==> config.mk <==
export PLATFORM = sky130hd
export DESIGN_NAME = sn74ls444_arb
export DESIGN_NICKNAME = d
export VERILOG_FILES = /design/src/rtl/sn74ls444_arb.sv
export SDC_FILE = /design/constraint.sdc
export NUM_CORES = 1
export LEC_CHECK = 0
export CORE_MARGIN = 2
export CORE_UTILIZATION = 47
export DETAILED_ROUTE_END_ITERATION = 6
export PLACE_DENSITY = 0.8
export SYNTH_ARGS = -nofsm -noshare
export SYNTH_HDL_FRONTEND = slang
export SYNTH_SLANG_ARGS = --single-unit
==> constraint.sdc <==
create_clock -name clk -period 1.8 [get_ports clk]
set_input_delay 0.27 -clock clk [delete_from_list [all_inputs] [get_ports clk]]
set_output_delay 0.27 -clock clk [all_outputs]
set_load 0.01 [all_outputs]
==> src/rtl/sn74ls444_arb.sv <==
// Round-robin transfer arbiter for one 74LS444 transceiver: grants one of three
// requesters and sequences cs / s1,s0 / ga,gb,gc through setup, drive and turnaround.
module sn74ls444_arb #(
   parameter int HOLD = 2
) (
   input  logic       clk,
   input  logic       rst,
   input  logic [2:0] req,
   input  logic [2:0] dsta,
   input  logic [2:0] dstb,
   input  logic [2:0] dstc,
   output logic [2:0] ack,
   output logic [2:0] err,
   output logic       busy,
   output logic       cs,
   output logic       s1,
   output logic       s0,
   output logic       ga,
   output logic       gb,
   output logic       gc
);

   typedef enum logic [1:0] {
      ST_IDLE,
      ST_SETUP,
      ST_DRIVE,
      ST_TURN
   } state_t;

   localparam logic [1:0] SRC_A    = 2'd0;
   localparam logic [1:0] SRC_B    = 2'd1;
   localparam logic [1:0] SRC_C    = 2'd2;
   localparam logic [1:0] SRC_IDLE = 2'd3;
   localparam logic [3:0] HOLD_LOAD = 4'(HOLD - 1);

   state_t     r_state;
   logic [1:0] r_src;
   logic [2:0] r_dmask;
   logic [3:0] r_cnt;
   logic [1:0] r_last;
   logic [2:0] r_ack;
   logic [2:0] r_err;
   logic       r_busy;
   logic       r_cs;
   logic [1:0] r_s;
   logic [2:0] r_g;

   state_t     w_state_nx;
   logic [1:0] w_src_nx;
   logic [2:0] w_dmask_nx;
   logic [3:0] w_cnt_nx;
   logic [1:0] w_last_nx;
   logic [2:0] w_ack_nx;
   logic [2:0] w_err_nx;
   logic       w_busy_nx;
   logic       w_cs_nx;
   logic [1:0] w_s_nx;
   logic [2:0] w_g_nx;

   logic [2:0] w_elig;
   logic [2:0] w_valid;
   logic [3:0] w_ok_by_code;
   logic [1:0] w_ord0;
   logic [1:0] w_ord1;
   logic [1:0] w_ord2;
   logic       w_found;
   logic [1:0] w_win;
   logic [2:0] w_win_dst;

   // A requester whose ack/err is showing is finishing its handshake, not asking again.
   assign w_elig  = req & ~r_ack & ~r_err;
   assign w_valid = {(dsta != 3'b000) && !dsta[2],
                     (dstb != 3'b000) && !dstb[1],
                     (dstc != 3'b000) && !dstc[0]};
   assign w_ok_by_code = {1'b0, w_elig[0] & w_valid[0], w_elig[1] & w_valid[1],
                          w_elig[2] & w_valid[2]};

   // NOTE: every signal driven in always_comb gets a default first, so no latch is inferred.
   always_comb begin
      w_ord0 = SRC_A;
      w_ord1 = SRC_B;
      w_ord2 = SRC_C;
      unique case (r_last)
         SRC_A:   begin w_ord0 = SRC_B; w_ord1 = SRC_C; w_ord2 = SRC_A; end
         SRC_B:   begin w_ord0 = SRC_C; w_ord1 = SRC_A; w_ord2 = SRC_B; end
         default: begin w_ord0 = SRC_A; w_ord1 = SRC_B; w_ord2 = SRC_C; end
      endcase

      w_found = 1'b1;
      w_win   = w_ord0;
      if (w_ok_by_code[w_ord0])      w_win = w_ord0;
      else if (w_ok_by_code[w_ord1]) w_win = w_ord1;
      else if (w_ok_by_code[w_ord2]) w_win = w_ord2;
      else                           w_found = 1'b0;

      unique case (w_win)
         SRC_A:   w_win_dst = dsta;
         SRC_B:   w_win_dst = dstb;
         default: w_win_dst = dstc;
      endcase
   end

   always_comb begin
      w_state_nx = r_state;
      w_src_nx   = r_src;
      w_dmask_nx = r_dmask;
      w_cnt_nx   = r_cnt;
      w_last_nx  = r_last;
      w_err_nx   = 3'b000;

      unique case (r_state)
         ST_IDLE: begin
            w_err_nx = w_elig & ~w_valid;
            if (w_found) begin
               w_state_nx = ST_SETUP;
               w_src_nx   = w_win;
               w_dmask_nx = w_win_dst;
               w_last_nx  = w_win;
            end
         end
         ST_SETUP: begin
            w_cnt_nx   = HOLD_LOAD;
            w_state_nx = ST_DRIVE;
         end
         ST_DRIVE: begin
            if (r_cnt == 4'd0) w_state_nx = ST_TURN;
            else               w_cnt_nx   = r_cnt - 4'd1;
         end
         ST_TURN:  w_state_nx = ST_IDLE;
         default:  w_state_nx = ST_IDLE;
      endcase

      // Pin values are decoded from the state being entered so every output is a flop.
      w_cs_nx   = 1'b1;
      w_s_nx    = SRC_IDLE;
      w_g_nx    = 3'b111;
      w_busy_nx = 1'b0;
      w_ack_nx  = 3'b000;
      unique case (w_state_nx)
         ST_SETUP: begin
            w_cs_nx = 1'b0; w_s_nx = w_src_nx; w_busy_nx = 1'b1;
         end
         ST_DRIVE: begin
            w_cs_nx = 1'b0; w_s_nx = w_src_nx; w_busy_nx = 1'b1; w_g_nx = ~w_dmask_nx;
         end
         ST_TURN: begin
            w_cs_nx = 1'b0; w_s_nx = w_src_nx; w_busy_nx = 1'b1; w_ack_nx = 3'b100 >> w_src_nx;
         end
         default: ;
      endcase
   end

   // NOTE: sequential state uses non-blocking assignments so all flops update together.
   always_ff @(posedge clk or posedge rst) begin
      if (rst) begin
         r_state <= ST_IDLE;
         r_src   <= SRC_IDLE;
         r_dmask <= 3'b000;
         r_cnt   <= 4'd0;
         r_last  <= SRC_C;
         r_ack   <= 3'b000;
         r_err   <= 3'b000;
         r_busy  <= 1'b0;
         r_cs    <= 1'b1;
         r_s     <= SRC_IDLE;
         r_g     <= 3'b111;
      end else begin
         r_state <= w_state_nx;
         r_src   <= w_src_nx;
         r_dmask <= w_dmask_nx;
         r_cnt   <= w_cnt_nx;
         r_last  <= w_last_nx;
         r_ack   <= w_ack_nx;
         r_err   <= w_err_nx;
         r_busy  <= w_busy_nx;
         r_cs    <= w_cs_nx;
         r_s     <= w_s_nx;
         r_g     <= w_g_nx;
      end
   end

   assign ack  = r_ack;
   assign err  = r_err;
   assign busy = r_busy;
   assign cs   = r_cs;
   assign s1   = r_s[1];
   assign s0   = r_s[0];
   assign ga   = r_g[2];
   assign gb   = r_g[1];
   assign gc   = r_g[0];

endmodule
==> reports/metrics.yaml, run 1 <==
sta:
  worstMarginPinSlew_ps: 483
  setup_viol: 14
  fin_skew_ps: 8.05
  rsz0062_at_grt: "true"
  maxSlewViolCount: 0
  post-route-min-period_ps: 2070
  hold_ws_ps: 287
  relSlewSlack_pct: 67.5
  fmax_mhz: 482
  setup_ws_ps: -273
  finalHoldViolations: 0
  fin_crit_sh_pct: 115
placement:
  gp_congestion: 0.943
  portBuffers: 26
  place_ws_ps: -583
  dpl.hpwl_um: 3250
  dp_cells: 254
  dpl_cell_area_mm2: 0.00214
logic_synthesis:
  ys_ff_latch: 26
  synth_area_leaders: "dfrtp_1, dfstp_2, ha_1, a21o_1, nor2_1"
  synth_edf_count: 0
  async_flop_share_pct: 100
  ys_warn_count: 0
  yosys.area.top_type_share_pct: 28.2
  netlist_instances: 148
  syn_avg_cell_area_um2: 10.2
  synth_area_mm2: 0.00151
  ys_types: 53
  syn_nets: 167
  seq_area_frac_synth_pct: 43.9
  synth_flop_cell: "dfrtp_1"
  synth_area_leader_cell: "dfrtp_1"
run_status:
  violations: "negative setup slack"
  outcome: "complete, but fails checks"
pwr:
  power_density_mw_per_mm2: 1600
  seqPwrFrac_pct: 26.0
  swShare_pct: 41.0
  p_leak_nw: 1.10
  vdd_ir_drop_max_v: 0.00149
  internal-power_mw: 2.39
  power_switching_mw: 1.66
  share_comb_of_total_power_pct: 63.9
  p_clk_share_pct: 10.1
layout:
  design_area_mm2: 0.00253
  num_antenna_cells: 0
  nets: 250
  fin_util_pct: 83.0
  fillCellCount: 173
  layout.cells.non_filler: 274
  drive_above_1_share_pct: 50.0
  area_delta_synth_final_pct: 68.0
route:
  dr_total_vias: 1575
  ant_nets: 0
  drc: 0
  first_pass_iters: 4
  first_iter_violations: 78
  wirelength_um: 5070
  viasPerCell: 5.75
  wl_per_cell_um: 18.5
floorplanning:
  die_area_mm2: 0.00368
  die_h_um: 60.7
  die_x_um: 60.7
  rows: 20
  core_mm2: 0.00305
  io_pins: 27
  start_util_pct: 49.4
global_routing:
  grt_start_max_net_pins: 27
  first_global_vias: 1568
  antenna_found_initial: 0
  grt_overflow_total: 0
  grt_pass1_wl_um: 7420
  grt_util_all_layers_pct: 28.4
worst_setup_path:
  cp.required_ps: 2040
  cp_max_fo: 6
  start_kind: "input pin"
  worst_ep_arrival_time_ps: 2310
  path_class: "input pin to register"
  worstSetupEndpointType: "register"
min_path:
  hp-class: "input pin to asynchronous set/reset pin"
clock_tree:
  htree_levels: 1
  numCtsBuffers: 3
  clock-sinks: 26
  cts_root_buf: "clkbuf_4"
  clockBufferDepth: 2
  cts_tree: "yes"
  postCtsHoldBufs: 0
  clk_latency_ps: 330
  clk_pin_slew_worst_paths_ps: 140
run:
  drv_cap: 0
==> what timing repair did <==
item / CTS / global route
buffers inserted: 8 / 8
pin swaps: 15 / 9
setup endpoints to repair: 17 / 18
gates resized for setup: 30 / 17
==> routing by layer <==
layer	vias up	share of wire (%)	GRT usage [%]
met4	0	3.3	16.5
met1	776	40	35.9
li1	725	-	-
met2	54	51	46.5
met3	20	5.7	4.05
met5	-	0	0
==> kinds of logic (layout without fill, tap and decap cells) <==
logic type	Yosys count	after routing	synth area share [%]
simple gates	49	49	19.8
buf+inv	15	97	4.23
flops	26	26	43.9
fa+ha+maj	5	5	4.15
compound gates	53	53	27.9
==> state kept, by name, summed over array words and instances (netlist names) <==
| register | cells |
|---|---|
| cs | 1 |
| r_state | 2 |
| ack | 3 |
| r_g | 3 |
| err | 3 |
| r_last | 2 |
| r_s | 2 |
| r_src | 2 |
| r_dmask | 3 |
| busy | 1 |
| r_cnt | 4 |
==> final timing paths <==
kind / from / end / slack [ps] / cells after the start
max in group asynchronous: rst / cs / 1210 / 3
min in group clk: dstc[0] / err[0] / 490 / 3
worst max-delay path: req[0] / r_dmask[2] / -270 / 7
worst min register to register: r_dmask[1] / r_g[1] / 570 / 2
worst min-delay path: rst / r_cnt[3] / 290 / 3
worst max register to register: err[0] / r_dmask[2] / -260 / 6
==> worst max-delay path, cell delays in order <==
cell             delay (ps)
clkdlybuf4s50_1         520
or4b_4                  500
buf_12                  160
o41ai_2                 450
a2111oi_4                90
buf_4                   170
a21o_1                  140
==> layout by cell type, fill, tap and decap left out, types with 4 or more instances in the layout <==
| cell | n |
|---|---|
| a21o_1 | 6 |
| buf_4 | 51 |
| clkdlybuf4s50_1 | 25 |
| dfrtp_1 | 17 |
| dfstp_2 | 9 |
| ha_1 | 5 |
| inv_1 | 11 |
| nand2_1 | 5 |
| nor2_1 | 7 |
| nor2_2 | 4 |
| o21ai_0 | 6 |
| o21bai_1 | 4 |
==> layout make-up <==
type | count | area, um^2 | share of cell area, %
Clock inverter | 1 | 30.0 | 1.18
Timing Repair Buffer | 81 | 696 | 27.4
Inverter | 12 | 45.0 | 1.78
Tap cell | 44 | 55.1 | 2.17
Sequential cell | 26 | 662 | 26.1
Multi-Input combinational cell | 107 | 1020 | 40.4
Clock buffer | 3 | 22.5 | 0.888
==> through the flow <==
step | power (mW) | setup TNS (ps)
CTS | 3.70 | -2260
global placement | 2.91 | -6980
floorplan | 2.12 | -327
global route | 4.27 | -4040
finish | 4.05 | -2990
detailed placement | 3.00 | -7750
==> power by group through the flow <==
stage	combinational (mW)	clock, mW	sequential, mW
final	2.59	0.408	1.05
after global routing	2.77	0.431	1.07
after CTS	2.26	0.414	1.03
after detailed placement	1.97	0	1.03
after global placement	1.90	0	1.01
after floorplan	1.05	0	1.08
==> synth_stat cells, types with 2 or more instances <==
cell / instances
o2111a_1: 2
ha_1: 5
o21ai_0: 8
nor4_1: 2
nor2_1: 12
nand2b_1: 3
inv_1: 11
clkbuf_1: 2
a211oi_1: 4
nor3b_1: 5
dfstp_2: 9
o21bai_1: 5
o221ai_1: 3
dfrtp_1: 17
nand2_1: 6
nor3_1: 4
a21o_1: 6
a21oi_1: 4
and2_1: 3
o41ai_1: 2
o21ai_1: 2
a2111oi_0: 2
No activity file was read; power rests on OpenSTA's default activity.
==> run 2: changes to the inputs <==
PLACE_DENSITY = 0.75   (was 0.8)
SKIP_CTS_REPAIR_TIMING = 1   (was not set)
==> reports/metrics.yaml, run 2 (synthesis gave the netlist of run 1 again) <==
run_status:
  outcome: "complete, but fails checks"
  violations: "negative setup slack"
worst_setup_path:
  worstSetupEndpointType: "register"
  critPathBufInv: 3  # unchanged
  path_delay_family: "simple AND/OR/NAND/NOR gates"
  max_stage_delay_ps: 540  # +20 ps
  start_kind: "input pin"
  r2r_slack_ps: -300  # -40 ps
  worst_ep_arrival_time_ps: 2330  # +20 ps
  r2r-end: "r_dmask[2]"
  cp_cell_sequence: "clkdlybuf4s50_1, or4b_4, buf_6, nor3_1, or2_2, a2111oi_2, buf_4, a21o_1"
  slowest_stage: "or4b_4"
  cp.required_ps: 2020  # -20 ps
  rr_worst_depth: 7  # +1
  path_class: "input pin to register"
  cp_max_fo: 3  # -3
  timing.rr.start: "err[0]"
  worst-path-stages: 8  # +1
placement:
  dpl.hpwl_um: 3350  # +3.1%
  place_ws_ps: -634  # -50.4 ps
  dpl_cell_area_mm2: 0.00213  # -0.23%
  gp_congestion: 0.911  # -3.4%
  portBuffers: 26  # unchanged
layout:
  largest_register: "r_cnt"
  nets: 240  # -4.0%
  num_antenna_cells: 0  # unchanged
  largest_reg_flops: 4  # unchanged
  layout_common_cells: "buf_4, clkdlybuf4s50_1, dfrtp_1"
  final_common_cell: "buf_4"
  drive_above_1_share_pct: 41.8  # -8.2 points
  area_delta_synth_final_pct: 52.4
  design_area_mm2: 0.00230  # -9.3%
sta:
  finalHoldViolations: 0  # unchanged
  relSlewSlack_pct: 63.8  # -3.7 points
  fin_crit_sh_pct: 117  # +2.0 points
  hold_ws_ps: 283  # -3.86 ps
  post-route-min-period_ps: 2110  # +36.3 ps
  worstMarginPinSlew_ps: 530  # +46.8 ps
  rsz0062_at_grt: "true"
  tns_ps: -2930  # +57.9 ps
  maxSlewViolCount: 0  # unchanged
  fin_skew_ps: 12.1  # +4.01 ps
  setup_ws_ps: -309  # -36.3 ps
  setup_viol: 15  # +1
  fmax_mhz: 474  # -1.7%
global_routing:
  first_global_vias: 1577  # +0.57%
  grt_overflow_total: 0  # unchanged
  antenna_found_initial: 0  # unchanged
  grt_pass1_wl_um: 7130  # -3.9%
  grt_start_max_net_pins: 27  # unchanged
  grt_util_all_layers_pct: 26.5  # -1.9 points
pwr:
  p_leak_nw: 1.02  # -7.2%
  power_density_mw_per_mm2: 1540  # -3.5%
  vdd_ir_drop_max_v: 0.00116  # -22%
route:
  viasPerCell: 5.69  # -1.1%
  wirelength_um: 4460  # -12%
  wl_per_cell_um: 16.9  # -8.8%
  first_pass_iters: 4  # unchanged
  ant_nets: 0  # unchanged
  dr_total_vias: 1501  # -4.7%
  drc: 0  # unchanged
  first_iter_violations: 51  # -35%
floorplanning:
  die_area_mm2: 0.00368  # unchanged
  die_h_um: 60.7  # unchanged
  core_mm2: 0.00305  # unchanged
  start_util_pct: 49.4  # unchanged
  die_x_um: 60.7  # unchanged
  io_pins: 27  # unchanged
  rows: 20  # unchanged
clock_tree:
  cts_root_buf: "clkbuf_4"
  clock-sinks: 26  # unchanged
  clockBufferDepth: 2  # unchanged
  htree_levels: 1  # unchanged
  cts_tree: "yes"
  clk_latency_ps: 320  # about the same
  clk_pin_slew_worst_paths_ps: 150  # about the same
  numCtsBuffers: 3  # unchanged
min_path:
  hp-class: "input pin to asynchronous set/reset pin"
run:
  drv_cap: 0  # unchanged
==> run 2: cell types whose count changed in the layout (fill, tap and decap cells not counted), moves of 2 or more <==
cell / delta
a211oi_2: +2
a211oi_4: -2
buf_4: -9
nor2_1: +3
nor2_2: -2
nor4_4: -2
==> run 2: worst max path at each step <==
stage	start	endpoint
final	dstc[0]	r_dmask[2]
after global routing	ack[0]	r_g[2]
after CTS	ack[0]	r_g[1]
after detailed placement	req[0]	r_g[1]
after global placement	req[0]	r_dmask[1]
after floorplan	ack[0]	r_g[2]
==> run 2: cell type report <==
type / count / area (um^2)
sequential: 26 / 662
tap: 44 / 55.1
fill: 221 / 753
clock buffer: 4 / 36.3
inverter: 12 / 45.0
timing repair buffer: 71 / 609
multi-input combinational: 107 / 892
==> run 2: metal layers <==
layer	vias to the layer above	part of all wire [%]	GRT usage (%)
met5	-	0	0
met4	0	2.4	12.7
met1	737	42	33.2
met3	12	3.9	3.41
li1	703	-	-
met2	49	52	45.3
==> run 2: through the flow <==
step / utilization [%] / power (mW) / cells
floorplan: - / 2.12 / 148
global placement: 69.9 / 2.90 / 255
detailed placement: 69.9 / 2.99 / 255
CTS: 71.1 / 3.30 / 259
global route: 75.3 / 3.77 / 264
finish: 75.3 / 3.54 / 264
==> run 2: report_power, final <==
part	switching, mW	internal (mW)
Sequential	0.147	0.887
Combinational	1.11	1.10
Clock	0.180	0.124
==> run 2: worst min-delay path, delay by kind of cell <==
kind / cells / cell delay, ps
buffers and inverters: 3 / 760
==> run 3: changes to the inputs <==
--- a/constraint.sdc
+++ b/constraint.sdc
@@ -3,2 +3,2 @@
 set_output_delay 0.27 -clock clk [all_outputs]
-set_load 0.01 [all_outputs]
+set_load 0.1 [all_outputs]
==> reports/metrics.yaml, run 3 (synthesis gave the netlist of run 1 again) <==
clock_tree:
  clk_latency_ps: 320  # about the same
  clockBufferDepth: 2  # unchanged
  numCtsBuffers: 3  # unchanged
  cts_root_buf: "clkbuf_4"
  cts_tree: "yes"
  htree_levels: 1  # unchanged
  clk_pin_slew_worst_paths_ps: 150  # about the same
  clock-sinks: 26  # unchanged
global_routing:
  grt_util_all_layers_pct: 24.3  # -2.2 points
  grt_pass1_wl_um: 6720  # -5.8%
  antenna_found_initial: 0  # unchanged
  grt_start_max_net_pins: 20  # -26%
  first_global_vias: 1497  # -5.1%
  grt_overflow_total: 0  # unchanged
floorplanning:
  die_h_um: 60.7  # unchanged
  die_area_mm2: 0.00368  # unchanged
  die_x_um: 60.7  # unchanged
  start_util_pct: 49.4  # unchanged
  core_mm2: 0.00305  # unchanged
  io_pins: 27  # unchanged
  rows: 20  # unchanged
worst_setup_path:
  max_stage_delay_ps: 570  # +30 ps
  cp_cell_sequence: "or4b_4, buf_4, o22ai_4, a2111oi_1, nor3b_1, o211ai_1"
  cp.required_ps: 2050  # +30 ps
  cp_max_fo: 5  # +2
  path_delay_family: "simple AND/OR/NAND/NOR gates"
  path_class: "register to register"
  slowest_stage: "or4b_4"
  worst_ep_arrival_time_ps: 2370  # +40 ps
  worstSetupEndpointType: "register"
  r2r_slack_ps: -320  # -20 ps
  start_kind: "register"
  critPathBufInv: 1  # -2
placement:
  dp_cells: 251  # -1.6%
  dpl.hpwl_um: 3190  # -5.0%
  gp_congestion: 0.965  # +5.9%
  portBuffers: 26  # unchanged
  place_ws_ps: -473  # +161 ps
pwr:
  power_density_mw_per_mm2: 1870  # +21%
  power_switching_mw: 2.24  # +56%
  vdd_ir_drop_max_v: 0.00152  # +31%
  p_leak_nw: 1.07  # +4.9%
  p_clk_share_pct: 8.7  # about the same
  seqPwrFrac_pct: 23.5  # -5.7 points
  internal-power_mw: 2.45  # +16%
  power_mw: 4.69  # +32%
  share_comb_of_total_power_pct: 67.8  # +5.5 points
  swShare_pct: 47.8  # +7.3 points
route:
  wirelength_um: 4760  # +6.9%
  viasPerCell: 5.94  # +4.5%
  wl_met3_um: 244  # +42%
  wl_per_cell_um: 18.2  # +7.7%
  dr_wl_met2_um: 2550  # +9.8%
  first_iter_violations: 111  # +120%
  dr_total_vias: 1556  # +3.7%
  topRoutingLayerUsed: "met4"
  drc: 0  # unchanged
  first_pass_iters: 4  # unchanged
  wl_met1_um: 1920  # +3.2%
  ant_nets: 0  # unchanged
sta:
  worstMarginPinSlew_ps: 513  # -16.9 ps
  rsz0062_at_grt: "true"
  relSlewSlack_pct: 65.7  # +2.0 points
  finalHoldViolations: 0  # unchanged
  post-route-min-period_ps: 2120  # +13.8 ps
  maxSlewViolCount: 0  # unchanged
  setup_viol: 15  # unchanged
  fin_skew_ps: 6.19  # -5.87 ps
  setup_ws_ps: -323  # -13.8 ps
  fmax_mhz: 471  # -0.65%
  fin_crit_sh_pct: 118  # +0.77 points
run:
  drv_cap: 0  # unchanged
layout:
  final_common_cell: "buf_4"
  fin_util_pct: 82.1  # +6.8 points
  drive_above_1_share_pct: 50.5  # +8.6 points
  largest_register: "r_cnt"
  area_delta_synth_final_pct: 66.2
  largest_reg_flops: 4  # unchanged
  layout_common_cells: "buf_4, clkdlybuf4s50_1, buf_12"
  layout.cells.non_filler: 262  # -0.76%
  nets: 238  # -0.83%
  num_antenna_cells: 0  # unchanged
min_path:
  hp-class: "input pin to asynchronous set/reset pin"
run_status:
  violations: "negative setup slack"
  outcome: "complete, but fails checks"
## run 3: cell count changes in the layout (fill, tap and decap cells not counted), sizes merged
cell           before  now
buf                45   56
bufinv              0    1
clkbuf              4    3
clkdlybuf4s50      26   13
## run 3: worst paths after layout
path	start	to	cells after the start
min	rst	err[1]	2
min in group clk	r_dmask[1]	r_g[1]	2
max in group asynchronous	rst	r_g[1]	3
max	ack[0]	r_g[0]	6
max reg2reg	ack[0]	r_g[0]	6
min reg2reg	r_dmask[1]	r_g[1]	2
## run 3: stage by stage
stage                     cell area, um^2  hold WS [ps]  TNS, ps
final                                2510           180    -3250
after global routing                 2510           211    -4070
after CTS                            2310           182    -2570
after detailed placement             2260           553    -6590
after global placement               2260           530    -6060
after floorplan                      1560           303    -2900
## run 3: cell type report
class,instances,area [um^2]
multi-input combinational,107,953
timing repair buffer,69,717
sequential,26,684
fill,197,546
tap,44,55.1
inverter,12,45.0
clock inverter,1,30.0
clock buffer,3,22.5
## run 3: worst register-to-register path, stage by stage, from the launching register on
cell,delay (ps)
dfrtp_4,520
or4b_4,570
buf_4,180
o22ai_4,160
a2111oi_1,120
nor3b_1,340
o211ai_1,160
## run 3: power by group through the flow
stage / Combinational, mW / Sequential [mW] / Clock [mW]
2_1_floorplan: 1.05 / 1.79 / 0
3_3_place_gp: 2.77 / 1.08 / 0
3_5_place_dp: 2.85 / 1.09 / 0
4_1_cts: 2.86 / 1.08 / 0.421
5_1_grt: 3.36 / 1.13 / 0.436
6_report: 3.18 / 1.10 / 0.410
## run 3: routing by layer
metal | global-route usage [%] | vias up
met5 | 0 | -
met4 | 5.59 | 0
met3 | 4.26 | 8
met2 | 43.0 | 64
met1 | 31.0 | 794
li1 | - | 690
